==> config.mk <==
export PLATFORM = sky130hd
export DESIGN_NAME = dpram_port_arbiter
export DESIGN_NICKNAME = d
export VERILOG_FILES = /design/src/rtl/dpram_port_arbiter_pkg.sv /design/src/rtl/rr_priority_picker.sv /design/src/rtl/dpram_port_arbiter.sv
export SDC_FILE = /design/constraint.sdc
export NUM_CORES = 1
export LEC_CHECK = 0
export CORE_ASPECT_RATIO = 1.4
export CORE_MARGIN = 5
export CORE_UTILIZATION = 44
export DETAILED_ROUTE_END_ITERATION = 6
export PLACE_DENSITY = 0.87
export SLEW_MARGIN = 40
export SYNTH_ARGS = -nofsm -noshare
export SYNTH_HDL_FRONTEND = slang
export SYNTH_SLANG_ARGS = --single-unit
==> constraint.sdc <==
create_clock -name clk -period 5.2 [get_ports clk]
set_input_delay 1.3 -clock clk [delete_from_list [all_inputs] [get_ports clk]]
set_output_delay 1.3 -clock clk [all_outputs]
set_load 0.01 [all_outputs]
==> src/rtl/dpram_port_arbiter_pkg.sv <==
// dpram_port_arbiter_pkg: op encoding shared by the arbiter, plus a flattened-bus slice macro
package dpram_port_arbiter_pkg;
   localparam logic OP_READ  = 1'b0;
   localparam logic OP_WRITE = 1'b1;
endpackage

`ifndef DPA_SLICE
`define DPA_SLICE(bus, i, w) bus[(int'(i))*(w) +: (w)]
`endif

==> src/rtl/rr_priority_picker.sv <==
// rr_priority_picker: combinational round-robin pick of the first set req bit at or above ptr, wrapping
//   req : request vector
//   ptr : search start index
//   gnt : one-hot pick (zero when req is zero)
//   idx : encoded index of the pick
module rr_priority_picker
   import dpram_port_arbiter_pkg::*;
#(
   parameter int NUM_REQ  = 4,
   parameter int ID_WIDTH = 2
) (
   input  logic [NUM_REQ-1:0]  req,
   input  logic [ID_WIDTH-1:0] ptr,
   output logic [NUM_REQ-1:0]  gnt,
   output logic [ID_WIDTH-1:0] idx
);
   // Scan from farthest to nearest so the candidate closest to ptr is written last and wins.
   always_comb begin
      gnt = '0;
      idx = '0;
      for (int k = NUM_REQ - 1; k >= 0; k--)
         if (req[(int'(ptr) + k) % NUM_REQ]) begin
            gnt = NUM_REQ'(1) << ((int'(ptr) + k) % NUM_REQ);
            idx = ID_WIDTH'((int'(ptr) + k) % NUM_REQ);
         end
   end
endmodule

==> src/rtl/dpram_port_arbiter.sv <==
// dpram_port_arbiter: round-robin sharing of one synchronous RAM port among NUM_REQ requesters
//   arb_en                          : allow new grants
//   req/req_we/req_addr/req_wdata   : per-requester op, flattened buses
//   gnt                             : combinational one-hot acceptance
//   ram_we/ram_re/ram_addr/ram_wdata: registered RAM command
//   ram_rdata                       : RAM data_out (one-cycle read latency)
//   rvalid/rid/rdata                : read return tagged with requester index
module dpram_port_arbiter
   import dpram_port_arbiter_pkg::*;
#(
   parameter int NUM_REQ    = 4,
   parameter int ID_WIDTH   = 2,
   parameter int DATA_WIDTH = 8,
   parameter int ADDR_WIDTH = 4
) (
   input  logic                             clk,
   input  logic                             reset,
   input  logic                             arb_en,
   input  logic [NUM_REQ-1:0]               req,
   input  logic [NUM_REQ-1:0]               req_we,
   input  logic [NUM_REQ*ADDR_WIDTH-1:0]    req_addr,
   input  logic [NUM_REQ*DATA_WIDTH-1:0]    req_wdata,
   output logic [NUM_REQ-1:0]               gnt,
   output logic                             ram_we,
   output logic                             ram_re,
   output logic [ADDR_WIDTH-1:0]            ram_addr,
   output logic [DATA_WIDTH-1:0]            ram_wdata,
   input  logic [DATA_WIDTH-1:0]            ram_rdata,
   output logic                             rvalid,
   output logic [ID_WIDTH-1:0]              rid,
   output logic [DATA_WIDTH-1:0]            rdata
);
   logic [ID_WIDTH-1:0] ptr, idx, iss_id;
   logic [NUM_REQ-1:0]  pick;
   logic                hit;

   rr_priority_picker #(.NUM_REQ(NUM_REQ), .ID_WIDTH(ID_WIDTH)) u_pick (
      .req(req),
      .ptr(ptr),
      .gnt(pick),
      .idx(idx)
   );

   assign gnt   = (arb_en && !reset) ? pick : '0;
   assign hit   = |gnt;
   assign rdata = ram_rdata;

   // iss_id tags the op sitting in the issue register so the read return knows its owner.
   always_ff @(posedge clk or posedge reset)
      if (reset) begin
         ptr       <= '0;
         iss_id    <= '0;
         ram_we    <= 1'b0;
         ram_re    <= 1'b0;
         ram_addr  <= '0;
         ram_wdata <= '0;
         rvalid    <= 1'b0;
         rid       <= '0;
      end else begin
         ram_we <= hit && req_we[idx] == OP_WRITE;
         ram_re <= hit && req_we[idx] == OP_READ;
         if (hit) begin
            ram_addr  <= `DPA_SLICE(req_addr, idx, ADDR_WIDTH);
            ram_wdata <= `DPA_SLICE(req_wdata, idx, DATA_WIDTH);
            iss_id    <= idx;
            ptr       <= idx == ID_WIDTH'(NUM_REQ - 1) ? '0 : idx + ID_WIDTH'(1);
         end
         rvalid <= ram_re;
         rid    <= ram_re ? iss_id : rid;
      end
endmodule
After elaboration in Yosys (flattened, before gate mapping)
Cells that the tools add are included.
Storage, ports and cells
  output and inout bits: 29
  register bits: 21
  input bits: 67
  logic and storage cells: 59
Operators by class
  reduce and logical (&&, ||, !) cells: 8
  add/subtract/negate cells: 4
  eq/ne operators: 1
  $lt $le $gt $ge: 5
  bitwise gates (word level): 4
  shift operators: 6
  mux-type cells: 23
Operators with widths (count)
  1-bit by 32-bit left shift with 4-bit output (first input constant): 3
  32-bit by 6-bit indexed part select with 8-bit output: 1
  4-bit two-way mux: 5
  16-bit by 5-bit indexed part select with 4-bit output: 1
  3-bit by 4-bit less-than comparator with 1-bit output (second input constant): 3
  1-bit binary-select mux with 2-bit select: 5
  2-bit two-way mux: 5
  1-bit two-way mux: 8
  2-bit by 3-bit less-than comparator with 1-bit output (second input constant): 2
  2-bit OR reduction: 3
  2-bit by 1-bit adder with 2-bit output (second input constant): 2
  2-bit adder (second input constant): 2
  4-bit OR reduction: 1
  1-bit by 2-bit left shift with 4-bit output (first input constant): 1
  1-bit AND (first input constant): 3
  1-bit logical AND: 3
  2-bit == test (second input constant): 1
  1-bit zero test: 1
  1-bit NOT: 1

Logic depth before layout (Yosys ltp)
Gate-level depths: netlist (run 1).
  word-level depth: 14
  depth in mapped cells: 14
  gate-level depth less buffers: 9

Modules after synthesis
From an unflattened synthesis (run 1), not the netlist that was laid out.
Unflattened totals
  cells, all modules: 136
  area, all modules: 1761.7 sq um
Modules (own cells, without submodules)
  dpram_port_arbiter: sequential area each 525.5 sq um, times used 1, cells an instance 76, area an instance 1271.2 sq um
  rr_priority_picker: sequential area each 0.0 sq um, times used 1, cells an instance 60, area an instance 490.5 sq um

Worst setup path after synthesis (run 1)
Ideal clock, no wire load.
  path kind: input -> output
  start point: input port req[2]
  end point: output port gnt[0]
  arrival: 2.603 ns
  data required time: 3.900 ns
  cell stages on the path: 7
  buffers on the path: 2
  slack: 1.297 ns
  cells stage by stage: buf_2 > mux4_2 > buf_6 > nand2_1 > a21oi_1 > a221oi_2 > inv_1
Between the ends
  longest elaborated chain between the ends: 8
  elaborated cells between the ends (all ways): 16
RTL lines
  start, declared: line dpram_port_arbiter.sv:19  | input logic [NUM_REQ-1:0] req,
  1-bit binary-select mux with 2-bit select: line rr_priority_picker.sv:22  | if (req[(int'(ptr) + k) % NUM_REQ]) begin
  1-bit two-way mux (implied by the code) (2 in series): line rr_priority_picker.sv:22
  4-bit two-way mux (3 in series): line rr_priority_picker.sv:22
  4-bit two-way mux *: line rr_priority_picker.sv:22
  4-bit two-way mux *: line dpram_port_arbiter.sv:44  | assign gnt = (arb_en && !reset) ? pick : '0;
  end, declared: line dpram_port_arbiter.sv:23  | output logic [NUM_REQ-1:0] gnt,
Mark *: on every way between the ends. The rest lies on a longest branch, timed or not. The select of a mux whose other input is x is not followed.

Final worst setup path (run 1)
  start point: input port req[3]
  end point: output port gnt[1]
The elaborated chain is that of the path after synthesis.

==> results by group, run 1 <==
Outcome
  • Status: finished clean

Die
  • Core Area: 4240 µm²
  • Io pins: 96
  • Die height: 88.1 µm
  • Die area: 5800 µm²
  • DIE WIDTH: 65.8 µm
  • Initial Util: 0.452
  • Cell Rows: 28

Detailed routing
  • DR pass1 iterations: 4
  • DR iter-0 viols: 89
  • Detail Route Antenna Nets: 0
  • Via/cell ratio: 5.34
  • Routed WL: 4370 µm
  • Vias: 1,553
  • DRC violations left: 0
  • Per-cell routed wire length: 15.0 µm

Yosys
  • Mapped Area: 1920 µm²
  • Mean post-synth cell area: 11.4 µm²
  • Post-synthesis cell type count: 36
  • FF+latch count, synth: 21
  • Async SR Flop Fraction: 1.00
  • Syn Nets: 243
  • Sequential area share after synthesis: 0.274
  • Syn Inst Count: 168
  • Top FF cell, synth: dfrtp_1
  • Post-synth EDFFs: 0
  • Ys Warns: 0

STA
  • Pins Over Slew Limit: 0
  • RSZ-0062 raised after global routing: false
  • Final setup fails: 0
  • Setup TNS: 0 ns
  • Max-slew headroom: 0.675
  • Fin. Hold Viols: 0
  • Tcrit/Tclk final: 0.952
  • Fmax: 202 MHz
  • Crit path time final: 4.95 ns
  • Worst slew pin tran: 0.487 ns
  • Final clock skew: 0.00696 ns

Place
  • Placed Instance Area: 2640 µm²
  • Final HPWL DP: 3470 µm
  • I/O Buffers: 79
  • Placer Congestion: 0.884

GRT
  • First-pass GRT wire length: 6800 µm
  • Total track usage: 0.153
  • Largest net degree at the start of global routing: 28
  • GR Overflow Total: 0
  • Initial antenna violation count: 0
  • Vias in the first global route: 1,566

Setup path
  • Crit path to: gnt[1]
  • Crit path max fanout: 11
  • Worst setup EP type: output port
  • CP arrival: 3.65 ns
  • Crit path required time: 3.90 ns
  • FF-to-FF End: ptr[1]$_DFFE_PP0P_
  • FF-to-FF Start: ptr[1]$_DFFE_PP0P_
  • CP startpoint: req[3]
  • FF-to-FF setup slack: 1.69 ns
  • R2r worst-path depth: 8
  • CP Launch Type: primary input
  • Setup Crit Path Kind: in2out

Power and ir drop
  • Power Density: 578 nW/µm²
  • Peak supply drop: 324 µV
  • Leak Pwr: 0.00124 µW

Worst hold path
  • Min-Delay Path Class: reg2reg

Clocking
  • CTS Hold Bufs: 0
  • Post-cts repair resize count: 0
  • CTS max path bufs: 2
  • CTS root buffer: clkbuf_8
  • CTS tree: yes
  • CTS Buf Count: 3
  • CTS Sinks: 21
  • CTS H-tree lvls: 1
  • Clk slew on worst S/H paths: 0.08 ns
  • Clock Latency Late Sink: 0.26 ns
  • Postcts setup bufs: 0

Final layout
  • Area taken by flip-flops and latches: 526 µm²
  • Commonest non-fill, non-tap cell in the layout: clkdlybuf4s50_1
  • Multi-input gate area: 1200 µm²
  • Share of cells above drive strength 1: 0.169
  • Final net count: 307
  • Ant. Diodes: 0
  • Fill count: 353
  • Most frequent cells in the layout: 79 x clkdlybuf4s50_1, 44 x mux2i_1, 21 x dfrtp_1
  • Design area: 2690 µm²
  • Area Overhead vs Synth: 40.3%

Run
  • Max Cap Violations: 0
## stage by stage
step,setup WS (ns),hold WS [ns],util,power [µW],instances
CTS,0.239,0.449,0.633,1580,291
finish,0.249,0.449,0.634,1550,291
global placement,0.320,0.432,0.621,1440,287
floorplan,1.30,0.468,-,1210,168
detailed placement,0.241,0.432,0.622,1470,287
global route,0.0982,0.465,0.634,1670,291
## worst max-delay path: stages
cell and delay [ns]:
clkdlybuf4s50_1 0.56, mux4_2 0.54, nand3b_4 0.20, a21oi_2 0.27, a221oi_2 0.17, inv_1 0.08, clkdlybuf4s50_1 0.53
## sequential cells by signal, indices dropped and copies added (netlist names)
name       cells
ram_re         1
rid            2
ram_addr       4
rvalid         1
iss_id         2
ptr            2
ram_we         1
ram_wdata      8
## cell usage after synthesis (5+ instances only)
cell | instances | area share
inv_1 | 8 | 0.016
mux2_4 | 9 | 0.070
buf_2 | 5 | 0.013
nand2_1 | 5 | 0.0098
mux2_2 | 10 | 0.059
buf_6 | 6 | 0.035
buf_4 | 9 | 0.035
mux2i_1 | 44 | 0.23
ha_1 | 8 | 0.052
dfrtp_1 | 21 | 0.27
## layout make-up
type                            count  share of cell area
Clock inverter                      1             0.00186
Tap cell                           60              0.0279
Multi-Input combinational cell    116               0.447
Clock buffer                        3              0.0154
Sequential cell                    21               0.195
Timing Repair Buffer               81               0.300
Inverter                            9              0.0126
## kinds of logic after synthesis
| kind of cell | count (synthesis) | synth area share |
|---|---|---|
| buffers and inverters | 31 | 0.106 |
| adders and majority gates | 8 | 0.0522 |
| and+or+nand+nor | 24 | 0.0888 |
| DFF | 21 | 0.274 |
| AOI/OAI and AO/OA | 17 | 0.0790 |
| muxes | 67 | 0.400 |
## power breakdown
group          switching (µW)  leakage [µW]  internal, µW
combinational             516      0.000958           634
clock                    51.6     0.0000255          53.3
sequential               52.1      0.000254           246
total                     620       0.00124           933
## how the worst min path moves through the flow
stage / start / to / slack [ns] / cells past startpoint
global placement: ram_re$_DFF_PP0_ / rvalid$_DFF_PP0_ / 0.43 / 0
CTS: ram_re$_DFF_PP0_ / rvalid$_DFF_PP0_ / 0.45 / 0
finish: ram_re$_DFF_PP0_ / rvalid$_DFF_PP0_ / 0.45 / 0
detailed placement: ram_re$_DFF_PP0_ / rvalid$_DFF_PP0_ / 0.43 / 0
global route: ram_re$_DFF_PP0_ / rvalid$_DFF_PP0_ / 0.47 / 0
floorplan: ram_re$_DFF_PP0_ / rvalid$_DFF_PP0_ / 0.47 / 0
## metal layers
layer / part of all wire / track usage
met2: 0.53 / 0.288
met4: 0.036 / 0.0849
met3: 0.088 / 0.0436
met1: 0.34 / 0.144
met5: 0 / 0
(Power assumes the default switching activity.)
==> run 2: changes to the inputs <==
Settings changed: PLACE_DENSITY 0.87 to default, PLACE_DENSITY_LB_ADDON from default to 0.12.
==> results by group, run 2 (synthesis gave the netlist of run 1 again) <==
Outcome
  • Status: finished clean (unchanged)

Run
  • Max Cap Violations: 0 (unchanged)

Detailed routing
  • Per-cell routed wire length: 15.5 µm (was 15.0 µm)
  • Via/cell ratio: 5.29 (was 5.34)
  • Detail Route Antenna Nets: 0 (unchanged)
  • Vias: 1,533 (was 1,553)
  • DRC violations left: 0 (unchanged)
  • Routed WL: 4490 µm (was 4370 µm)
  • DR pass1 iterations: 4 (unchanged)
  • DR iter-0 viols: 65 (was 89)

Die
  • DIE WIDTH: 65.8 µm (unchanged)
  • Io pins: 96 (unchanged)
  • Die height: 88.1 µm (unchanged)
  • Core Area: 4240 µm² (unchanged)
  • Cell Rows: 28 (unchanged)
  • Die area: 5800 µm² (unchanged)
  • Initial Util: 0.452 (unchanged)

Final layout
  • Largest Register: ram_wdata (unchanged)
  • Largest register FFs: 8 (unchanged)
  • Design area: 2680 µm² (was 2690 µm²)
  • Fill count: 334 (was 353)
  • Non-Filler Instances: 290 (was 291)
  • Share of cells above drive strength 1: 0.165 (was 0.169)
  • Most frequent cells in the layout: 79 x clkdlybuf4s50_1, 44 x mux2i_1, 21 x dfrtp_1 (unchanged)
  • Top Registers: ram_wdata (8), ram_addr (4) (unchanged)
  • Ant. Diodes: 0 (unchanged)
  • Commonest non-fill, non-tap cell in the layout: clkdlybuf4s50_1 (unchanged)
  • Final net count: 306 (was 307)
  • Area Overhead vs Synth: 39.9% (was 40.3%)

Place
  • Placed Instance Area: 2630 µm² (was 2640 µm²)
  • Placer Congestion: 0.835 (was 0.884)
  • Final HPWL DP: 3690 µm (was 3470 µm)
  • Cells after DPL: 286 (was 287)
  • I/O Buffers: 79 (unchanged)

GRT
  • Total track usage: 0.165 (was 0.153)
  • Vias in the first global route: 1,686 (was 1,566)
  • First-pass GRT wire length: 7580 µm (was 6800 µm)
  • Initial antenna violation count: 0 (unchanged)
  • Largest net degree at the start of global routing: 28 (unchanged)
  • GR Overflow Total: 0 (unchanged)

STA
  • Worst slew pin tran: 0.587 ns (was 0.487 ns)
  • RSZ-0062 raised after global routing: false (unchanged)
  • Fmax: 201 MHz (was 202 MHz)
  • Max-slew headroom: 0.609 (was 0.675)
  • Final setup fails: 0 (unchanged)
  • Crit path time final: 4.96 ns (was 4.95 ns)
  • Pins Over Slew Limit: 0 (unchanged)
  • Fin. Hold Viols: 0 (unchanged)
  • Final clock skew: 0.00565 ns (was 0.00696 ns)
  • Tcrit/Tclk final: 0.955 (was 0.952)
  • Setup TNS: 0 ns (unchanged)

Setup path
  • CP top delay family: buffers and inverters (unchanged)
  • CP Launch Type: primary input (unchanged)
  • CP arrival: 3.66 ns (was 3.65 ns)
  • Slowest stage cell, crit path: clkdlybuf4s50_1 (unchanged)
  • CP Buf/Inv Count: 3 (unchanged)
  • Worst setup EP type: output port (unchanged)
  • Crit path max fanout: 11 (unchanged)
  • CP cell instances: clkdlybuf4s50_1, mux4_2, nand3b_4, a21oi_2, a221oi_2, inv_1, clkdlybuf4s50_1 (unchanged)
  • Critical Path Max Stage Delay: 0.57 ns (was 0.56 ns)
  • Most frequent CP cell: clkdlybuf4s50_1 (unchanged)
  • Setup Crit Path Kind: in2out (unchanged)
  • FF-to-FF setup slack: 1.59 ns (was 1.69 ns)
  • Crit path required time: 3.90 ns (about the same)

Clocking
  • Clock Latency Late Sink: 0.26 ns (about the same)
  • CTS Sinks: 21 (unchanged)
  • CTS Buf Count: 3 (unchanged)
  • CTS Hold Bufs: 0 (unchanged)
  • Post-cts repair resize count: 0 (unchanged)
  • CTS H-tree lvls: 1 (unchanged)
  • Postcts setup bufs: 0 (unchanged)
  • CTS root buffer: clkbuf_8 (unchanged)
  • CTS max path bufs: 2 (unchanged)
  • CTS tree: yes (unchanged)
  • Clk slew on worst S/H paths: 0.08 ns (about the same)

Power and ir drop
  • Power Density: 576 nW/µm² (was 578 nW/µm²)
  • Leak Pwr: 0.00123 µW (was 0.00124 µW)
  • Peak supply drop: 297 µV (was 324 µV)

Worst hold path
  • Min-Delay Path Class: reg2reg (unchanged)
[run 2: cell types whose count changed in the layout (fill, tap and decap cells not counted)]
cell / previous run / this run
buf_4: 2 / 1
[run 2: layout make-up]
| class | count | area [µm²] | area share |
|---|---|---|---|
| clock buffer | 3 | 41.3 | 0.0154 |
| clock inverter | 1 | 5.00 | 0.00187 |
| inverter | 9 | 33.8 | 0.0126 |
| multi-input combinational | 116 | 1200 | 0.448 |
| sequential | 21 | 526 | 0.196 |
| tap | 60 | 75.1 | 0.0280 |
| timing repair buffer | 80 | 798 | 0.298 |
[run 2: stage by stage]
stage	hold slack [ns]	setup WS [ns]	power [µW]	utilization
floorplan	0.468	1.30	1210	-
global placement	0.449	0.321	1430	0.620
detailed placement	0.444	0.240	1460	0.620
CTS	0.463	0.240	1570	0.631
global route	0.468	0.102	1670	0.633
finish	0.456	0.235	1540	0.633
[run 2: power by group]
group	internal, µW	total, µW	switching, µW
clock network	53.2	105	51.3
logic	629	1120	492
registers	246	318	72.4
total	928	1540	615
[run 2: routing by layer]
layer,up-vias,GRT usage,share of wire
met5,-,0,0
met4,0,0.0453,0.010
met1,734,0.175,0.35
met2,63,0.306,0.55
li1,732,-,-
met3,4,0.0565,0.085
[run 2: worst paths after layout]
check                      depth (start not counted)                        to                from
max reg2reg                                        8        ptr[1]$_DFFE_PP0P_  ptr[0]$_DFFE_PP0P_
max in group asynchronous                          3   ram_addr[2]$_DFFE_PP0P_               reset
min reg2reg                                        0          rvalid$_DFF_PP0_    ram_re$_DFF_PP0_
min in group asynchronous                          3  ram_wdata[6]$_DFFE_PP0P_               reset
max                                                7                    gnt[3]              req[3]
min                                                0          rvalid$_DFF_PP0_    ram_re$_DFF_PP0_
==> run 3: changes to the inputs <==
Settings changed: RECOVER_POWER from default to 50.
==> results by group, run 3 (synthesis gave the netlist of run 1 again) <==
STA
  • Fin. Hold Viols: 0 (unchanged)
  • Final WS setup: 0.245 ns (was 0.235 ns)
  • Final setup fails: 0 (unchanged)
  • Fmax: 202 MHz (was 201 MHz)
  • RSZ-0062 raised after global routing: false (unchanged)
  • Worst slew pin tran: 1.12 ns (was 0.587 ns)
  • Final clock skew: 0.00565 ns (unchanged)
  • Crit path time final: 4.95 ns (was 4.96 ns)
  • Tcrit/Tclk final: 0.953 (was 0.955)
  • Max-slew headroom: 0.255 (was 0.609)
  • Setup TNS: 0 ns (unchanged)
  • Hold Slack: 0.456 ns (unchanged)
  • Pins Over Slew Limit: 0 (unchanged)

Final layout
  • Largest register FFs: 8 (unchanged)
  • Share of cells above drive strength 1: 0.161 (was 0.165)
  • Non-Filler Instances: 291 (was 290)
  • Final net count: 306 (unchanged)
  • Largest Register: ram_wdata (unchanged)
  • Most frequent cells in the layout: 67 x clkdlybuf4s50_1, 44 x mux2i_1, 21 x dfrtp_1 (was 79 x clkdlybuf4s50_1, 44 x mux2i_1, 21 x dfrtp_1)
  • Commonest non-fill, non-tap cell in the layout: clkdlybuf4s50_1 (unchanged)
  • Area Overhead vs Synth: 39.8% (was 39.9%)
  • Design area: 2680 µm² (about the same)
  • Top Registers: ram_wdata (8), ram_addr (4) (unchanged)

Die
  • Die area: 5800 µm² (unchanged)
  • Cell Rows: 28 (unchanged)
  • DIE WIDTH: 65.8 µm (unchanged)
  • Die height: 88.1 µm (unchanged)
  • Initial Util: 0.452 (unchanged)
  • Core Area: 4240 µm² (unchanged)
  • Io pins: 96 (unchanged)

Clocking
  • Clk slew on worst S/H paths: 0.08 ns (about the same)
  • CTS Buf Count: 3 (unchanged)
  • CTS H-tree lvls: 1 (unchanged)
  • Post-cts repair resize count: 0 (unchanged)
  • CTS Hold Bufs: 0 (unchanged)
  • Clock Latency Late Sink: 0.26 ns (about the same)
  • CTS Sinks: 21 (unchanged)
  • CTS tree: yes (unchanged)
  • Postcts setup bufs: 0 (unchanged)
  • CTS max path bufs: 2 (unchanged)
  • CTS root buffer: clkbuf_8 (unchanged)

Setup path
  • FF-to-FF setup slack: 1.58 ns (was 1.59 ns)
  • CP startpoint: req[3] (unchanged)
  • Crit path max fanout: 11 (unchanged)
  • Setup Crit Path Kind: in2out (unchanged)
  • CP Launch Type: primary input (unchanged)
  • CP arrival: 3.65 ns (was 3.66 ns)
  • Worst setup EP type: output port (unchanged)
  • Crit path required time: 3.90 ns (about the same)
  • FF-to-FF Start: ptr[0]$_DFFE_PP0P_ (unchanged)
  • R2r worst-path depth: 8 (unchanged)

GRT
  • Vias in the first global route: 1,686 (unchanged)
  • Grt met1 use: 0.175 (unchanged)
  • GR Overflow Total: 0 (unchanged)
  • Largest net degree at the start of global routing: 28 (unchanged)
  • Routing usage on met3: 0.0565 (unchanged)
  • M2 GR Usage: 0.306 (unchanged)
  • Busiest grt layer: met2 (unchanged)
  • Total track usage: 0.165 (unchanged)
  • Initial antenna violation count: 1 (was 0)
  • First-pass GRT wire length: 7580 µm (unchanged)

Place
  • Placed Instance Area: 2630 µm² (unchanged)
  • Pre-CTS setup slack: 0.240 ns (unchanged)
  • I/O Buffers: 79 (unchanged)
  • Placer Congestion: 0.835 (unchanged)
  • Final HPWL DP: 3690 µm (unchanged)
  • Cells after DPL: 286 (unchanged)

Worst hold path
  • Hold Crit Depth: 0 (unchanged)
  • Worst Hold Launch: ram_re$_DFF_PP0_ (unchanged)
  • Min-Delay Path Class: reg2reg (unchanged)

Run
  • Max Cap Violations: 0 (unchanged)

Power and ir drop
  • Leak Pwr: 0.00124 µW (was 0.00123 µW)
  • Peak supply drop: 291 µV (was 297 µV)
  • Power Density: 570 nW/µm² (was 576 nW/µm²)

Detailed routing
  • Detail Route Antenna Nets: 0 (unchanged)
  • DRC violations left: 0 (unchanged)
  • Per-cell routed wire length: 15.4 µm (was 15.5 µm)
  • DR iter-0 viols: 94 (was 65)
  • Via/cell ratio: 5.29 (about the same)
  • Routed WL: 4480 µm (was 4490 µm)
  • Vias: 1,539 (was 1,533)
  • DR pass1 iterations: 4 (unchanged)

Outcome
  • Status: finished clean (unchanged)
run 3: changes by cell type in the layout (fill, tap and decap cells not counted), sizes merged:
cell           previous run  this run
clkdlybuf4s50            79        67
dlygate4sd3               0        12
buf                       1         0
clkbuf                    3         4
diode                     0         1
run 3: area by class of cell:
class | count | area (µm²)
clock inverters | 1 | 5.00
well taps | 60 | 75.1
inverters | 9 | 33.8
clock buffers | 3 | 41.3
fillers | 337 | 1560
multi-input cells | 116 | 1200
repair buffers | 80 | 795
flip-flops and latches | 21 | 526
diodes | 1 | 2.50
run 3: per-stage QoR:
stage / util / total power [µW]
6_report: 0.632 / 1530
5_1_grt: 0.632 / 1660
4_1_cts: 0.631 / 1570
3_5_place_dp: 0.620 / 1460
3_3_place_gp: 0.620 / 1430
2_1_floorplan: - / 1210
run 3: path summary, 6_finish.rpt:
kind | to
max | gnt[3]
min | rvalid$_DFF_PP0_
max reg2reg | ptr[1]$_DFFE_PP0P_
min reg2reg | rvalid$_DFF_PP0_
max in group asynchronous | ram_addr[2]$_DFFE_PP0P_
min in group asynchronous | ram_wdata[6]$_DFFE_PP0P_
run 3: layer usage:
metal,part of all wire,up-vias
li1,-,733
met1,0.35,731
met2,0.55,71
met3,0.086,4
met4,0.010,0
met5,0,-
run 3: critical path, stage by stage:
cell             delay (ns)
clkdlybuf4s50_1        0.56
mux4_2                 0.55
nand3b_4               0.20
a21oi_2                0.26
a221oi_2               0.16
inv_1                  0.08
clkdlybuf4s50_1        0.53
run 3: power breakdown:
part	leakage (µW)	switching (µW)	internal (µW)	total, µW
sequential	0.000254	70.9	246	317
combinational	0.000961	491	614	1110
clock	0.0000255	51.3	53.2	105
total	0.00124	614	913	1530
==> RTL change 1 (flow settings as in run 2) <==
Reset style: synchronous (`reset`), changed in one clocked block.
--- a/src/rtl/dpram_port_arbiter.sv
+++ b/src/rtl/dpram_port_arbiter.sv
@@ -46,7 +46,7 @@
    assign rdata = ram_rdata;
 
    // iss_id tags the op sitting in the issue register so the read return knows its owner.
-   always_ff @(posedge clk or posedge reset)
+   always_ff @(posedge clk)
       if (reset) begin
          ptr       <= '0;
          iss_id    <= '0;
Function: differs if reset is asserted again (counterexample within 4 cycles, from zero or initial values and one cycle with reset high); with reset held inactive, the same outputs for 4 cycles.
==> RTL change 1 against run 2 <==
Design area fell by 4.2%. Sequential cell count did not move. Largest cell class unchanged. Routed wire length rose by 15%. Synthesized area fell by 7.3%. Register-to-register slack improved by 150 ps. Total power fell by 22%. Non-clock buffer count rose by 4. Critical path type unchanged. Setup slack improved by 75 ps. First-iteration DRC count rose to 2.8 times the old value. Via count rose by 20%. Final cell count rose by 9.7%. Sequential power fell by 20%.
==> RTL change 1: results (changes against run 2) <==
metric	value	unit	change
largest net degree at the start of global routing	32		was 28
Inverters	3		was 9
register area	420	µm²	was 526 µm²
All-Layer GR Usage	0.186		was 0.165
syn_area_per_cell	8.46	µm²	was 11.4 µm²
met2 WL	2640	µm	was 2490 µm
Post-synth ARST share	0		was 1.00
sequential share of the synthesized area	0.237		was 0.274
Placed Instances	314		was 286
M2 GR Usage	0.322		was 0.306
first-pass GRT wire length	8360	µm	was 7580 µm
Layout Cells excl Fill	318		was 290
Signal buf overhead	0.323		was 0.298
worst-path fanout max	7		was 11
worst r2r src	ptr[1]		was ptr[0]
compound-cell area share of the yosys netlist	0.260		was 0.0790
sequential power share	0.211		was 0.206
outcome	finished clean		unchanged
wire per inst	16.3	µm	was 15.5 µm
pwr dens	466	nW/µm²	was 576 nW/µm²
layout cells sized above 1	0.109		was 0.165
met3 usage	0.0411		was 0.0565
top cells by area, synth	dfxtp_1 (24%), nand2_1 (7.8%), a311o_1 (6.8%), mux2i_1 (6.8%), ha_1 (5.6%)		was dfrtp_1 (27%), mux2i_1 (23%), mux2_4 (7.0%), mux2_2 (5.9%), ha_1 (5.2%)
mux cell area share after synthesis	0.131		was 0.400
comb pwr	837	µW	was 1120 µW
#MultiIn Comb	163		was 116
skew final	6.11	ps	was 5.65 ps
Arr. time, crit path	3590	ps	was 3660 ps
DR WL met3	352	µm	was 380 µm
static leakage	0.000894	µW	was 0.00123 µW
drt first pass iters	6		was 4
Net Count, Synth	285		was 243
Adder-Cell Fraction of Synth Area	0.0563		was 0.0522
VDD IR-drop max	341	µV	was 297 µV
Synth Area in XOR/XNOR	0		unchanged
hpwl dp	4020	µm	was 3690 µm
vias per inst	5.78		was 5.29
footprint of the multi-input gates	1200	µm²	about the same
R2R Path End	ram_wdata[5]		was ptr[1]
CP Launch Point	req[1]		was req[3]
clock network area share	0.0190		was 0.0173
WHS Endpoint	ram_addr[2]		was rvalid
Synth top cells by count	nand2_1 (37), dfxtp_1 (21), a21oi_1 (17)		was mux2i_1 (44), dfrtp_1 (21), mux2_2 (10)
FF-to-FF setup slack	1740	ps	was 1590 ps
wl on met1	2080	µm	was 1570 µm
slowest stage delay, CP	590	ps	was 570 ps
nets@finish	351		was 306
NetSw	546	µW	was 615 µW
hold path cells	2		was 0
# fillers	340		was 334
==> RTL change 1: worst reg2reg max path: cells and delay by family, from the launching register on <==
| family | cells | cell delay, ps |
|---|---|---|
| AOI/OAI and AO/OA | 5 | 1390 |
| muxes | 2 | 740 |
| DFF | 1 | 580 |
| adders and majority gates | 1 | 450 |
| buffers and inverters | 1 | 240 |
==> RTL change 1: cells by family after synthesis <==
| family | count (synthesis) |
|---|---|
| fa+ha+maj | 8 |
| buf+inv | 26 |
| simple gates | 78 |
| compound gates | 58 |
| flops | 21 |
| mux | 19 |
==> RTL change 1: per-stage QoR <==
stage / hold slack (ps) / cell area (µm²) / worst slack (ps)
after detailed placement: 447 / 2520 / 311
after global routing: 481 / 2570 / 240
after floorplan: 463 / 1780 / 1490
final: 456 / 2570 / 310
after CTS: 457 / 2570 / 302
after global placement: 438 / 2510 / 341
==> RTL change 2 (settings of run 2) <==
Made on the original files. The parameter `DATA_WIDTH` goes from 8 to 9.
--- a/src/rtl/dpram_port_arbiter.sv
+++ b/src/rtl/dpram_port_arbiter.sv
@@ -10,7 +10,7 @@
 #(
    parameter int NUM_REQ    = 4,
    parameter int ID_WIDTH   = 2,
-   parameter int DATA_WIDTH = 8,
+   parameter int DATA_WIDTH = 9,
    parameter int ADDR_WIDTH = 4
 ) (
    input  logic                             clk,
Ports: changed (resized ram_rdata, ram_wdata, rdata and req_wdata); port bits go from 96 to 103. The function was not compared with the original's and may differ.
==> RTL change 2 against run 2 <==
Total power is 7.7% higher. Design area is 4.9% higher. Clock skew is 4.7 ps higher. Routed wire length is 9.7% higher. Clock power is 49% higher. Setup slack worse by 52 ps. Sequential cell count is 1 higher. Synthesized area is 2.6% higher. Critical endpoint is now gnt[1]. Largest power group unchanged.
==> RTL change 2: results (changes against run 2) <==
metric	value	unit	change
syn_area_per_cell	11.4	µm²	about the same
Post-synth ARST share	1.00		unchanged
Top Registers	ram_wdata: 9 flops, ram_addr: 4 flops		was ram_wdata: 8 flops, ram_addr: 4 flops
Top Family by Delay on Critical Path	buffers and inverters		unchanged
slowest stage delay, CP	660	ps	was 570 ps
static leakage	0.00128	µW	was 0.00123 µW
hpwl dp	4020	µm	was 3690 µm
VDD IR-drop max	263	µV	was 297 µV
Tmin final	5020	ps	was 4960 ps
wl on met1	1660	µm	was 1570 µm
I/O Buffers	84		was 79
initial drt markers	222		was 65
gpl congestion	0.825		was 0.835
sequential share of the synthesized area	0.280		was 0.274
outcome	finished clean		unchanged
Placed Instance Area	2740	µm²	was 2630 µm²
skew final	10.3	ps	was 5.65 ps
nets@finish	319		was 306
HP Class	reg -> reg		unchanged
FF-to-FF setup slack	1640	ps	was 1590 ps
initial antenna violation count	0		unchanged
top sig layer	met4		unchanged
worst-path fanout max	11		unchanged
post-synthesis cell type count	35		was 36
Post-CTS Setup Inserts	0		unchanged
top cells by area, synth	dfrtp_1 (28%), mux2i_1 (25%), mux2_2 (6.3%), mux2_4 (5.3%), buf_4 (4.6%)		was dfrtp_1 (27%), mux2i_1 (23%), mux2_4 (7.0%), mux2_2 (5.9%), ha_1 (5.2%)
Root Driver	clkbuf_8		unchanged
DR WL met3	393	µm	was 380 µm
Clock Pin Slew Worst Setup and Hold Paths	80	ps	about the same
All-Layer GR Usage	0.166		was 0.165
vias in the first global route	1770		was 1686
first-pass GRT wire length	7760	µm	was 7580 µm
CTS resizes	0		unchanged
NetSw	655	µW	was 615 µW
Yosys warnings	0		unchanged
largest net degree at the start of global routing	32		was 28
Clock Path Buffers	2		unchanged
Primary FF master, synth	dfrtp_1		unchanged
Placed Instances	295		was 286
met2 WL	2790	µm	was 2490 µm
Vias	1613		was 1533
Synth top cells by count	mux2i_1 (49), dfrtp_1 (22), buf_4 (12)		was mux2i_1 (44), dfrtp_1 (21), mux2_2 (10)
Arr. time, crit path	3720	ps	was 3660 ps
wire per inst	16.5	µm	was 15.5 µm
dpl ws	236	ps	was 240 ps
H-tree depth	1		unchanged
Net Count, Synth	251		was 243
Least-Margin Pin Slew	568	ps	was 587 ps
slowest stage cell, crit path	mux4_2		was clkdlybuf4s50_1
drt first pass iters	4		unchanged
Ant. Diodes	0		unchanged
final WL	4920	µm	was 4490 µm
clock latency on the worst-skew pair	260	ps	about the same
Min Hold Slack	463	ps	was 456 ps
TritonCTS Buffers	3		unchanged
layout cells sized above 1	0.159		was 0.165
-- RTL change 2: changes by cell type after synthesis, moves of 2 or more --
cell,before,now
buf_4,9,12
mux2_4,9,7
mux2i_1,44,49
buf_2,5,7
buf_6,6,4
-- RTL change 2: path summary, 6_finish.rpt --
check,from,cells after the start,to
worst min-delay path,ram_re,0,rvalid
worst min register to register,ram_re,0,rvalid
min in group asynchronous,reset,3,ptr[0]
max in group asynchronous,reset,3,iss_id[1]
worst max-delay path,req[2],7,gnt[1]
worst max register to register,ptr[1],8,ram_wdata[2]
-- RTL change 2: logic make-up after synthesis --
| kind of cell | after synthesis | synth area share |
|---|---|---|
| AOI/OAI and AO/OA | 17 | 0.0770 |
| xor gates and xnor gates | 1 | 0.00445 |
| and+or+nand+nor | 22 | 0.0846 |
| DFF | 22 | 0.280 |
| buffers and inverters | 32 | 0.104 |
| muxes | 71 | 0.406 |
| adders and majority gates | 7 | 0.0445 |
-- RTL change 2: power by group through the flow --
stage,Combinational [µW],Clock (µW),Sequential (µW)
4_1_cts,1190,160,334
3_5_place_dp,1190,0,336
2_1_floorplan,900,0,338
5_1_grt,1260,168,346
3_3_place_gp,1150,0,330
6_report,1170,156,333
-- RTL change 2: worst register-to-register path, cell delays in order, from the launching register on --
cell	delay [ps]
dfrtp_1	600
inv_1	270
ha_1	520
mux4_2	660
nand2_1	110
a21oi_1	100
a221oi_2	330
nand4_4	430
mux2_4	440
-- RTL change 2: cell type report --
cell class	instances	area [µm²]
sequential	22	551
clock buffer	3	41.3
fill	351	1460
tap	60	75.1
timing repair buffer	86	856
multi-input combinational	118	1230
inverter	9	33.8
clock inverter	1	30.0
-- RTL change 2: metal layers --
layer	global-route usage	vias up
li1	-	755
met1	0.171	769
met2	0.325	83
met3	0.0478	6
met4	0.0370	0
met5	0	-
